$ cat config.mk
export PLATFORM = sky130hd
export DESIGN_NAME = instr_fetch_unit
export DESIGN_NICKNAME = d
export VERILOG_FILES = /design/src/rtl/instr_fetch_unit.sv
export SDC_FILE = /design/constraint.sdc
export NUM_CORES = 1
export LEC_CHECK = 0
export BUFFER_PORTS_ARGS = -buffer_cell sky130_fd_sc_hd__buf_2
export CAP_MARGIN = 10
export CORE_MARGIN = 2
export CORE_UTILIZATION = 53
export DETAILED_ROUTE_END_ITERATION = 7
export GPL_TIMING_DRIVEN = 0
export PLACE_DENSITY = 0.78
export SYNTH_ARGS = -nofsm -noshare
export SYNTH_HDL_FRONTEND = slang
export SYNTH_SLANG_ARGS = --single-unit
$ cat constraint.sdc
create_clock -name clk -period 2.3 [get_ports clk]
set_input_delay 0.345 -clock clk [delete_from_list [all_inputs] [get_ports clk]]
set_output_delay 0.345 -clock clk [all_outputs]
set_load 0.05 [all_outputs]
$ cat src/rtl/instr_fetch_unit.sv
// Fetch stage: owns the PC, drives a 1-cycle synchronous imem and presents {instr, pc, pc+4} to decode.
// Issue-to-output latency is 2 edges. While decode stalls, the in-flight word is replayed and every register holds.
module instr_fetch_unit #(
    parameter logic [31:0] RESET_PC  = 32'h0000_0000,
    parameter logic [31:0] NOP_INSTR = 32'h0000_0013
) (
    input  logic        clk,
    input  logic        rst_n,
    input  logic        fetch_en,
    input  logic        redirect_valid,
    input  logic [31:0] redirect_pc,
    output logic [31:0] imem_addr,
    input  logic [31:0] imem_rd,
    output logic        if_valid,
    input  logic        if_ready,
    output logic [31:0] if_instr,
    output logic [31:0] if_pc,
    output logic [31:0] if_pc_plus4
);

    logic [31:0] r_pc;
    logic [31:0] r_rsp_pc;
    logic        r_rsp_pending;
    logic        r_if_valid;
    logic [31:0] r_if_instr;
    logic [31:0] r_if_pc;

    logic [31:0] w_redirect_pc;
    logic        w_accept;
    logic        w_stall;
    logic        w_issue;

    assign w_redirect_pc = redirect_pc & ~32'd3;
    assign w_accept      = r_rsp_pending && (!r_if_valid || if_ready);
    assign w_stall       = r_rsp_pending && !w_accept;
    assign w_issue       = fetch_en && (!r_rsp_pending || w_accept);

    // The memory has no read enable, so a stall re-presents the owed word's address.
    always_comb begin
        if (redirect_valid) begin
            imem_addr = w_redirect_pc;
        end else if (w_stall) begin
            imem_addr = r_rsp_pc;
        end else begin
            imem_addr = r_pc;
        end
    end

    always_ff @(posedge clk or negedge rst_n) begin
        if (!rst_n) begin
            r_pc          <= RESET_PC;
            r_rsp_pc      <= RESET_PC;
            r_rsp_pending <= 1'b0;
            r_if_valid    <= 1'b0;
            r_if_instr    <= NOP_INSTR;
            r_if_pc       <= RESET_PC;
        end else if (redirect_valid) begin
            r_if_valid <= 1'b0;
            if (fetch_en) begin
                r_rsp_pc      <= w_redirect_pc;
                r_pc          <= w_redirect_pc + 32'd4;
                r_rsp_pending <= 1'b1;
            end else begin
                r_pc          <= w_redirect_pc;
                r_rsp_pending <= 1'b0;
            end
        end else if (!w_stall) begin
            if (w_accept) begin
                r_if_instr <= imem_rd;
                r_if_pc    <= r_rsp_pc;
                r_if_valid <= 1'b1;
            end else if (if_ready) begin
                r_if_valid <= 1'b0;
            end
            if (w_issue) begin
                r_rsp_pc      <= r_pc;
                r_pc          <= r_pc + 32'd4;
                r_rsp_pending <= 1'b1;
            end else begin
                r_rsp_pending <= 1'b0;
            end
        end
    end

    assign if_valid    = r_if_valid;
    assign if_instr    = r_if_instr;
    assign if_pc       = r_if_pc;
    assign if_pc_plus4 = r_if_pc + 32'd4;

endmodule

==> flow_summary.yaml <==
die:
  start_util: 0.5351
  dieWidth_um: 121.7
  fp-row-count: 43
  die_h_um: 121.7
  ios: 198
  dieArea_um2: 14810
  core_um2: 13720
setup_path:
  cp_cell_sequence: "and4_4 -> nand4_4 -> nor3b_4 -> buf_6 -> nand3_2 -> xnor2_4 -> buf_6"
  crit_buf_inv: 2
  worstPathRequired_ns: 1.96
  crit_top_cell: "buf_6"
  critPathMaxFanout: 4
  slowest_delay_ns: 0.37
  slowest_stage: "dfrtp_2"
  crit_path_start_kind: "register"
  endpoint_kind: "output port"
  worstPathArrival_ns: 2.22
  critPathKind: "reg2out"
  path_delay_family: "simple AND/OR/NAND/NOR gates"
grt:
  track_usage: 0.2848
  gr-usage-met2: 0.4716
  grt_max_degree: 98
  top_usage_layer: "met2"
  grt_pass1_vias: 6293
  grt_pass1_wl_um: 32700
  antenna_found_initial: 1
  overflow: 0
  use_met3: 0.06367
  met1_usage: 0.3784
synthesis:
  synth_area_leader_cell: "dfrtp_1"
  synth-seq-area-share: 0.4300
  synth_warnings: 0
  synth_cells: 702
  synth_area_um2: 7341
  yosys-top-cells-area: "dfrtp_1 42%, mux2i_1 11%, mux2_2 9.5%"
  synth_commonest_cells: "123 x dfrtp_1, 93 x nand2_1, 81 x mux2i_1, 66 x o21ai_0, 62 x mux2_2"
  yosysUniqueCellTypes: 45
  synth_top_cell_area_share: 0.4193
  yosysMostFrequentCell: "dfrtp_1"
  syn_nets: 774
  synth-main-ff-cell: "dfrtp_1"
  synth-seq-cells: 126
  synthArstFlopShare: 1.000
  avgSynthCellArea_um2: 10.46
  synth_edf_count: 0
route:
  vias: 6414
  routedWlPerCell_um: 18.39
  routed_wl_um: 20890
  drc: 0
  dr.pass1.iters: 5
  via_per_inst: 5.646
  ant_nets: 0
  drt-initial-drc-count: 417
sta:
  fin_crit_sh: 1.116
  rsz0062_at_grt: "yes"
  setup_viol: 17
  tightest_slew_ns: 0.8366
  fmax_mhz: 389.4
  maxSlewHeadroom: 0.4423
  finalClockSkew_ns: 0.007577
  final-max-slew-violation-count: 0
  setup_ws_ns: -0.2679
  hold_ws_ns: 0.1508
  hold_viol_final: 0
  min_period_ns: 2.568
layout:
  layout-drive-gt1-share: 0.4770
  area_delta_synth_final_pct: 38.61
  final_core_util: 0.7416
  antenna_cells: 0
  nets: 1015
clock_tree:
  clockBufferDepth: 2
  clk_pin_slew_ns: 0.06
  cts.sinks: 126
  clock-root-buffer: "clkbuf_16"
  worst_skew_pair.late_latency_ns: 0.42
  ctsHtreeMaxLevel: 4
  numCtsBuffers: 17
  cts_tree: "done"
placed_design:
  dp_hpwl_um: 14180
  io_buffers: 194
  place.gp.congestion: 0.8838
pwr:
  static-leakage-power_uw: 0.004790
  vdd_drop_max_mv: 0.6929
  p_per_area_nw_per_um2: 928.3
worst_hold_path:
  min_path_type: "in2reg"
status:
  status: "finished, violations left"
  violations: "negative setup slack"
flow_run:
  maxCapViolCount: 0
where the power goes:
group          switching [uW]  internal, uW  leakage [uW]
clock                    1010          1900      0.000307
sequential                437          2600       0.00150
combinational            2360          1150       0.00299
total                    3800          5640       0.00479
final cells by class:
| cell class | count | area (um^2) |
|---|---|---|
| flip-flops and latches | 126 | 3174 |
| multi-input cells | 529 | 4451 |
| fillers | 996 | 3545 |
| clock buffers | 22 | 474.2 |
| clock inverters | 10 | 158.9 |
| well taps | 180 | 225.2 |
| repair buffers | 223 | 1414 |
| plain buffers | 42 | 262.8 |
| inverters | 4 | 15.01 |
path summary, 6_finish.rpt:
kind,slack [ns],from,end,depth (start not counted)
worst min register to register,0.50,if_instr[27],if_instr[27],1
worst max register to register,0.32,r_rsp_pending,r_rsp_pc[19],5
min in group asynchronous,0.40,rst_n,if_pc[26],2
worst min-delay path,0.15,imem_rd[22],if_instr[22],2
max in group asynchronous,1.11,rst_n,if_pc[9],3
worst max-delay path,-0.27,if_pc[8],if_pc_plus4[23],7
through the flow:
stage	instance area [um^2]	power, uW	worst slack, ns	TNS (ns)	cells
floorplan	7730	5443	-0.2126	-0.4240	702
global placement	8926	6174	-1.045	-108.93	1076
global route	10170	9799	-0.4164	-4.634	1136
detailed placement	8960	6240	-0.2920	-7.478	1077
finish	10170	9445	-0.2679	-2.832	1136
CTS	9966	9345	-0.3470	-3.239	1127
routing by layer:
metal / routed length (um) / part of all wire / up-vias
li1: - / - / 2972
met1: 8782 / 0.42 / 3159
met2: 10260 / 0.49 / 252
met3: 1544 / 0.074 / 29
met4: 296 / 0.014 / 2
met5: 13 / 0.00062 / -
registers in the layout (all words and copies together), names as in the netlist:
register / cells
if_instr: 32
if_pc: 31
r_rsp_pc: 31
r_pc: 30
if_valid: 1
r_rsp_pending: 1
cell families (layout without fill, tap and decap cells):
group | count (synthesis) | count (layout) | synth area share
AND/OR/NAND/NOR | 221 | 221 | 0.1704
multiplexers | 143 | 143 | 0.2056
flip-flops | 126 | 126 | 0.4300
XOR/XNOR | 86 | 86 | 0.1026
AO/OA/AOI/OAI | 76 | 76 | 0.05403
buffers and inverters | 47 | 301 | 0.03221
adder cells (fa/ha/maj) | 3 | 3 | 0.005114
worst register-to-register path: cells and delay by family (launching register included):
kind / cells / cell delay, ns
DFF: 1 / 0.43
buffers and inverters: 2 / 0.64
AOI/OAI and AO/OA: 2 / 0.64
and+or+nand+nor: 1 / 0.12
layout by cell type (no fill, tap or decap), types with 4 or more instances in the layout:
| master | synthesis | final |
|---|---|---|
| buf_4 | 6 | 41 |
| o21ai_2 | 0 | 28 |
| xnor2_4 | 0 | 7 |
| nand4_1 | 30 | 30 |
| xor2_1 | 48 | 44 |
| nand3_2 | 2 | 7 |
| and3_1 | 15 | 13 |
| xor2_2 | 0 | 4 |
| buf_2 | 18 | 169 |
| dfrtp_2 | 0 | 14 |
| clkbuf_1 | 17 | 15 |
| mux2i_1 | 81 | 71 |
| mux2_2 | 62 | 62 |
| inv_1 | 4 | 4 |
| clkbuf_16 | 0 | 17 |
| nor2_1 | 12 | 8 |
| xnor2_1 | 38 | 21 |
| and4_1 | 11 | 9 |
| xnor2_2 | 0 | 10 |
| bufinv_16 | 0 | 4 |
| nand2_1 | 93 | 90 |
| o21ai_0 | 66 | 36 |
| mux2i_2 | 0 | 10 |
| buf_6 | 2 | 31 |
| nand3_1 | 28 | 21 |
| dfrtp_1 | 123 | 109 |
what timing repair did:
action	in CTS	in global routing
hold buffers	1	0
buffers inserted	18	9
gates resized for setup	69	58
pin swaps	13	8
cloned	0	0
endpoints found under the hold margin	27	0
setup endpoints to repair	52	51
(Power assumes the default switching activity.)
